**config.mk**
```make
export PLATFORM = sky130hd
export DESIGN_NAME = synmul_sched_flat
export DESIGN_NICKNAME = d
export VERILOG_FILES = /design/src/rtl/synmul_sched_if.sv /design/src/rtl/synmul_sched.sv /design/src/flat_wrapper.sv
export SDC_FILE = /design/constraint.sdc
export NUM_CORES = 2
export LEC_CHECK = 0
export BUFFER_PORTS_ARGS = -buffer_cell sky130_fd_sc_hd__clkbuf_2
export CORE_ASPECT_RATIO = 1.4
export CORE_MARGIN = 3
export CORE_UTILIZATION = 50
export CTS_CLUSTER_SIZE = 40
export DETAILED_ROUTE_END_ITERATION = 10
export PLACE_DENSITY = 0.7
export SYNTH_ARGS = -nofsm -noshare
export SYNTH_HDL_FRONTEND = slang
export SYNTH_SLANG_ARGS = --single-unit
```
**constraint.sdc**
```tcl
create_clock -name clk -period 6.8 [get_ports clk]
set_input_delay 0.34 -clock clk [delete_from_list [all_inputs] [get_ports clk]]
set_output_delay 0.34 -clock clk [all_outputs]
set_load 0.01 [all_outputs]
```
**src/rtl/synmul_sched_if.sv**
```systemverilog
// rtl/synmul_sched_if.sv - requester/response bundle for the shared multiplier scheduler
interface synmul_sched_if #(
    parameter int NREQ = 2,
    parameter int IDW  = 2
);
    logic [NREQ-1:0]    req_valid;
    logic [NREQ-1:0]    req_ready;
    logic [NREQ*32-1:0] req_a;
    logic [NREQ*32-1:0] req_b;
    logic [NREQ-1:0]    req_neg;
    logic               rsp_valid;
    logic               rsp_ready;
    logic [IDW-1:0]     rsp_id;
    logic [63:0]        rsp_product;
    logic               busy;
    logic [3:0]         inflight;

    modport master (
        output req_valid, req_a, req_b, req_neg, rsp_ready,
        input  req_ready, rsp_valid, rsp_id, rsp_product, busy, inflight
    );

    modport slave (
        input  req_valid, req_a, req_b, req_neg, rsp_ready,
        output req_ready, rsp_valid, rsp_id, rsp_product, busy, inflight
    );
endinterface

```
**src/rtl/synmul_sched.sv**
```systemverilog
// rtl/synmul_sched.sv - round-robin scheduler around one pipelined 32x32 multiplier
// Optional result negation is enabled by defining SYNMUL_SCHED_NEGATE_EN.
module synmul_sched #(
    parameter int NREQ   = 2,
    parameter int STAGES = 4,
    parameter int IDW    = 2
) (
    input  logic          clk,
    input  logic          rst_n,
    synmul_sched_if.slave bus
);
    logic [STAGES-1:0] vld_q, vld_d;
    logic [IDW-1:0]    tag_q  [STAGES];
    logic [IDW-1:0]    tag_d  [STAGES];
    logic [63:0]       data_q [STAGES];
    logic [63:0]       data_d [STAGES];
    logic [IDW-1:0]    rr_q, rr_d;

    logic              advance;
    logic              found;
    logic              accept;
    logic [IDW-1:0]    winner;
    logic [NREQ-1:0]   ready_c;
    logic [31:0]       sel_a, sel_b;
    logic [63:0]       prod;
    logic [63:0]       s2_data;
    logic [3:0]        inflight_c;

`ifdef SYNMUL_SCHED_NEGATE_EN
    logic neg_q, neg_d, sel_neg;
`else
    logic unused_neg;
    assign unused_neg = ^bus.req_neg;
`endif

    assign advance = !vld_q[STAGES-1] || bus.rsp_ready;

    // First pass picks the lowest valid index overall (wrap case); the second
    // overrides it with the lowest valid index at or above the pointer.
    always_comb begin
        found  = 1'b0;
        winner = '0;
        for (int i = NREQ - 1; i >= 0; i--) begin
            if (bus.req_valid[i]) begin
                found  = 1'b1;
                winner = IDW'(i);
            end
        end
        for (int i = NREQ - 1; i >= 0; i--) begin
            if (bus.req_valid[i] && (IDW'(i) >= rr_q)) begin
                winner = IDW'(i);
            end
        end
    end

    assign accept = found && advance;

    always_comb begin
        ready_c = '0;
        sel_a   = '0;
        sel_b   = '0;
`ifdef SYNMUL_SCHED_NEGATE_EN
        sel_neg = 1'b0;
`endif
        for (int i = 0; i < NREQ; i++) begin
            if (winner == IDW'(i)) begin
                ready_c[i] = accept;
                sel_a      = bus.req_a[32*i +: 32];
                sel_b      = bus.req_b[32*i +: 32];
`ifdef SYNMUL_SCHED_NEGATE_EN
                sel_neg    = bus.req_neg[i];
`endif
            end
        end
    end

    always_comb begin
        rr_d = rr_q;
        if (accept) begin
            rr_d = (winner == IDW'(NREQ - 1)) ? '0 : winner + IDW'(1);
        end
    end

    // s1 holds the raw operands {A,B}; the product is formed on the way into s2.
    assign prod = {32'h0, data_q[0][63:32]} * {32'h0, data_q[0][31:0]};
`ifdef SYNMUL_SCHED_NEGATE_EN
    assign s2_data = neg_q ? (~prod + 64'd1) : prod;
`else
    assign s2_data = prod;
`endif

    always_comb begin
        vld_d  = vld_q;
        tag_d  = tag_q;
        data_d = data_q;
`ifdef SYNMUL_SCHED_NEGATE_EN
        neg_d  = neg_q;
`endif
        if (advance) begin
            vld_d[0] = accept;
            if (accept) begin
                tag_d[0]  = winner;
                data_d[0] = {sel_a, sel_b};
`ifdef SYNMUL_SCHED_NEGATE_EN
                neg_d     = sel_neg;
`endif
            end
            // Bubbles clear only the valid bit so idle data lanes do not toggle.
            for (int k = 1; k < STAGES; k++) begin
                vld_d[k] = vld_q[k-1];
                if (vld_q[k-1]) begin
                    tag_d[k]  = tag_q[k-1];
                    data_d[k] = (k == 1) ? s2_data : data_q[k-1];
                end
            end
        end
    end

    always_comb begin
        inflight_c = '0;
        for (int k = 0; k < STAGES; k++) begin
            inflight_c = inflight_c + {3'b000, vld_q[k]};
        end
    end

    always_ff @(posedge clk or negedge rst_n) begin
        if (!rst_n) begin
            vld_q <= '0;
            rr_q  <= '0;
            for (int k = 0; k < STAGES; k++) begin
                tag_q[k]  <= '0;
                data_q[k] <= '0;
            end
`ifdef SYNMUL_SCHED_NEGATE_EN
            neg_q <= 1'b0;
`endif
        end else begin
            vld_q <= vld_d;
            rr_q  <= rr_d;
            for (int k = 0; k < STAGES; k++) begin
                tag_q[k]  <= tag_d[k];
                data_q[k] <= data_d[k];
            end
`ifdef SYNMUL_SCHED_NEGATE_EN
            neg_q <= neg_d;
`endif
        end
    end

    assign bus.req_ready   = ready_c;
    assign bus.rsp_valid   = vld_q[STAGES-1];
    assign bus.rsp_id      = tag_q[STAGES-1];
    assign bus.rsp_product = data_q[STAGES-1];
    assign bus.busy        = |vld_q;
    assign bus.inflight    = inflight_c;
endmodule

```
**src/flat_wrapper.sv**
```systemverilog
// flat-port wrapper written by rule: the top's interface ports become plain ports
module synmul_sched_flat 
#(
    parameter int NREQ   = 2,
    parameter int STAGES = 4,
    parameter int IDW    = 2
)
  (clk, rst_n, bus_req_valid, bus_req_a, bus_req_b, bus_req_neg, bus_rsp_ready, bus_req_ready, bus_rsp_valid, bus_rsp_id, bus_rsp_product, bus_busy, bus_inflight);
  synmul_sched_if #(.NREQ(NREQ), .IDW(IDW)) bus_i ();
  input  logic clk;
  input  logic rst_n;
  input wire logic [$bits(bus_i.req_valid)-1:0] bus_req_valid;
  input wire logic [$bits(bus_i.req_a)-1:0] bus_req_a;
  input wire logic [$bits(bus_i.req_b)-1:0] bus_req_b;
  input wire logic [$bits(bus_i.req_neg)-1:0] bus_req_neg;
  input wire logic [$bits(bus_i.rsp_ready)-1:0] bus_rsp_ready;
  output wire logic [$bits(bus_i.req_ready)-1:0] bus_req_ready;
  output wire logic [$bits(bus_i.rsp_valid)-1:0] bus_rsp_valid;
  output wire logic [$bits(bus_i.rsp_id)-1:0] bus_rsp_id;
  output wire logic [$bits(bus_i.rsp_product)-1:0] bus_rsp_product;
  output wire logic [$bits(bus_i.busy)-1:0] bus_busy;
  output wire logic [$bits(bus_i.inflight)-1:0] bus_inflight;
  assign bus_i.req_valid = bus_req_valid;
  assign bus_i.req_a = bus_req_a;
  assign bus_i.req_b = bus_req_b;
  assign bus_i.req_neg = bus_req_neg;
  assign bus_i.rsp_ready = bus_rsp_ready;
  assign bus_req_ready = bus_i.req_ready;
  assign bus_rsp_valid = bus_i.rsp_valid;
  assign bus_rsp_id = bus_i.rsp_id;
  assign bus_rsp_product = bus_i.rsp_product;
  assign bus_busy = bus_i.busy;
  assign bus_inflight = bus_i.inflight;
  synmul_sched #(.NREQ(NREQ), .STAGES(STAGES), .IDW(IDW)) u_core (.clk(clk), .rst_n(rst_n), .bus(bus_i));
endmodule
```
==> flow_summary.ini <==
[global_routing]
antenna_found_initial = 2
grt_max_degree = 174
grt_usage_pct = 28.5
grt_pass1_wl_um = 201000
first_global_vias = 36939
gr-total-overflow = 0

[place]
dpl.hpwl_um = 101000
dp.cells = 5997
placed_cell_area_mm2 = 0.0490
numPortBuffers = 204
place.gp.congestion = 0.936
pre_cts_slack_ns = -0.821

[critical_path]
crit_fanout = 7
rr_endpoint = u_core.data_q[182]
r2r_slack_ns = -0.58
start_kind = register
r2r_start = u_core.data_q[195]
cp.required_ns = 7.25
worstRegToRegCells = 25
critPathCaptureType = register
cp.arrival_ns = 7.84
crit_type = register to register

[clocking]
cts-root-buf = clkbuf_16
cts_tree = done
cts_buffer_depth = 3
clkSlewWorstSetupHoldPaths_ns = 0.06
clkLatencyLatePin_ns = 0.58
cts_buffers = 34
clock_sinks = 265
h-tree-depth = 2

[hold_path]
worstHoldStart = bus_req_a[44]
min_to = u_core.data_q[236]
min_path_cells = 3
hp-class = input pin to register

[layout]
stdcell_count = 6253
most-common-layout-cells = inv_1 (892), fa_1 (843), and2_1 (565)
fill_cells = 6784
multi_input_area_mm2 = 0.0338
syn_to_final_growth_pct = 23.0
drive_gt1_share_pct = 25.4
nets = 6363
area.sequential_mm2 = 0.00667
final_cell_area_mm2 = 0.0539
final_common_cell = inv_1

[route]
drt-vias-per-instance = 5.37
avgRoutedWirePerCell_um = 20.7
postRouteWirelength_um = 130000
vias = 33554
ant_nets = 0
first_pass_iters = 9
drt_iter0_markers = 2343
drc = 0

[synth]
synth_seq_cells = 265
synth.avg_cell_area_um2 = 9.72
synthFlopType = dfrtp_1
syn_area_mm2 = 0.0438
async_flop_share_pct = 100
yosysWarnings = 0
yosysSeqAreaShare_pct = 15.1
synth_edf_count = 0
syn_inst = 4504
synth_cell_type_count = 67

[outcome]
status = finished with violations
violations = setup timing

[die]
fp.dieH_um = 356
fp.dieW_um = 256
start_util_pct = 50.8
boundaryPins = 209
fp.dieArea_mm2 = 0.0912
core-area_mm2 = 0.0863
placementRows = 127

[timing]
rsz0062_at_grt = yes
hold_viol = 0
setup_viol = 37
skew_ns = 0.0337
finalMaxSlewViolations = 0
tightest_slew_ns = 1.05
slew_headroom_pct = 29.9
fmax_mhz = 135
period_share_pct = 109
finalCriticalPeriod_ns = 7.38
fin_ws_ns = -0.583
worst_hold_slack_ns = 0.0281

[flow_run]
maxCapViolations = 0
[critical path: stages (launching register included)]
cell	delay, ns
dfrtp_2	0.49
buf_8	0.17
and2_4	0.15
fa_1	0.50
inv_1	0.05
fa_1	0.47
fa_1	0.53
inv_2	0.04
fa_1	0.54
ha_4	0.23
ha_4	0.26
inv_2	0.03
fa_1	0.53
inv_2	0.05
fa_1	0.58
ha_4	0.21
a21o_1	0.17
a31o_1	0.25
a311oi_4	0.31
or4b_4	0.54
buf_6	0.15
a31oi_4	0.25
nor4_4	0.06
o21a_1	0.20
or2_1	0.22
a221o_1	0.30
[cells in the mapped netlist, types with 64 or more instances]
cell type / n / area share, %
ha_1: 266 / 7.6
dfrtp_1: 265 / 15
a21oi_1: 79 / 0.90
a222oi_1: 64 / 1.5
mux2_2: 131 / 3.4
fa_1: 897 / 41
nand2_1: 561 / 4.8
clkbuf_1: 259 / 2.2
buf_4: 68 / 1.2
inv_1: 923 / 7.9
o21ai_0: 89 / 1.0
and2_1: 598 / 8.5
[kinds of logic after synthesis]
logic type      count (synthesis)  share of synthesized area (%)
compound gates                338                           5.29
xor+xnor                       56                           1.12
fa+ha+maj                    1163                           48.6
buf+inv                      1260                           11.5
flops                         265                           15.1
mux                           133                           3.41
other cells                     1                        0.00856
simple gates                 1288                           15.0
[worst max path at each step]
stage	startpoint	to	cells after the start
after floorplan	u_core.data_q[196]	u_core.data_q[182]	24
after global placement	u_core.data_q[196]	u_core.data_q[170]	27
after detailed placement	u_core.data_q[196]	u_core.data_q[170]	27
after CTS	u_core.data_q[194]	u_core.data_q[182]	26
after global routing	u_core.data_q[194]	u_core.data_q[188]	27
final	u_core.data_q[195]	u_core.data_q[182]	25
[layer usage]
| layer | routed length (um) | vias to the layer above | track usage [%] |
|---|---|---|---|
| met2 | 67300 | 1290 | 51.9 |
| li1 | - | 14578 | - |
| met4 | 8010 | 2 | 14.4 |
| met5 | 15 | - | 0 |
| met1 | 46400 | 17285 | 32.8 |
| met3 | 7990 | 399 | 4.25 |
[state kept, by name, summed over array words and instances (netlist names)]
name,count
u_core.bus.rsp_id,1
u_core.data_q,192
u_core.tag_q,3
u_core.bus.rsp_product,64
u_core.rr_q,1
u_core.vld_q,4
[final cells by class]
| cell class | count | share of cell area [%] |
|---|---|---|
| sequential | 265 | 12.4 |
| antenna | 1 | 0.00465 |
| clock inverter | 20 | 0.465 |
| multi-input combinational | 2980 | 62.8 |
| inverter | 923 | 6.43 |
| tap | 1161 | 2.70 |
| timing repair buffer | 861 | 13.5 |
| clock buffer | 42 | 1.71 |
[timing repair]
action                                 4_1_cts  5_1_grt
pin swaps                                   86      228
resized for setup                          227      256
endpoints found under the hold margin      141        0
cloned                                       3        2
setup endpoints to repair                   45       50
hold buffers                                94        0
buffers inserted                            57       46
[through the flow]
step	setup TNS, ns	utilization (%)
6_report	-13.23	62.4
3_5_place_dp	-21.36	56.8
5_1_grt	-20.79	62.4
4_1_cts	-10.72	60.9
3_3_place_gp	-18.69	56.8
2_1_floorplan	-0.161	-
Power is not shown: default switching activity piles up to over one toggle a cycle in this logic, so the estimate is an artifact.
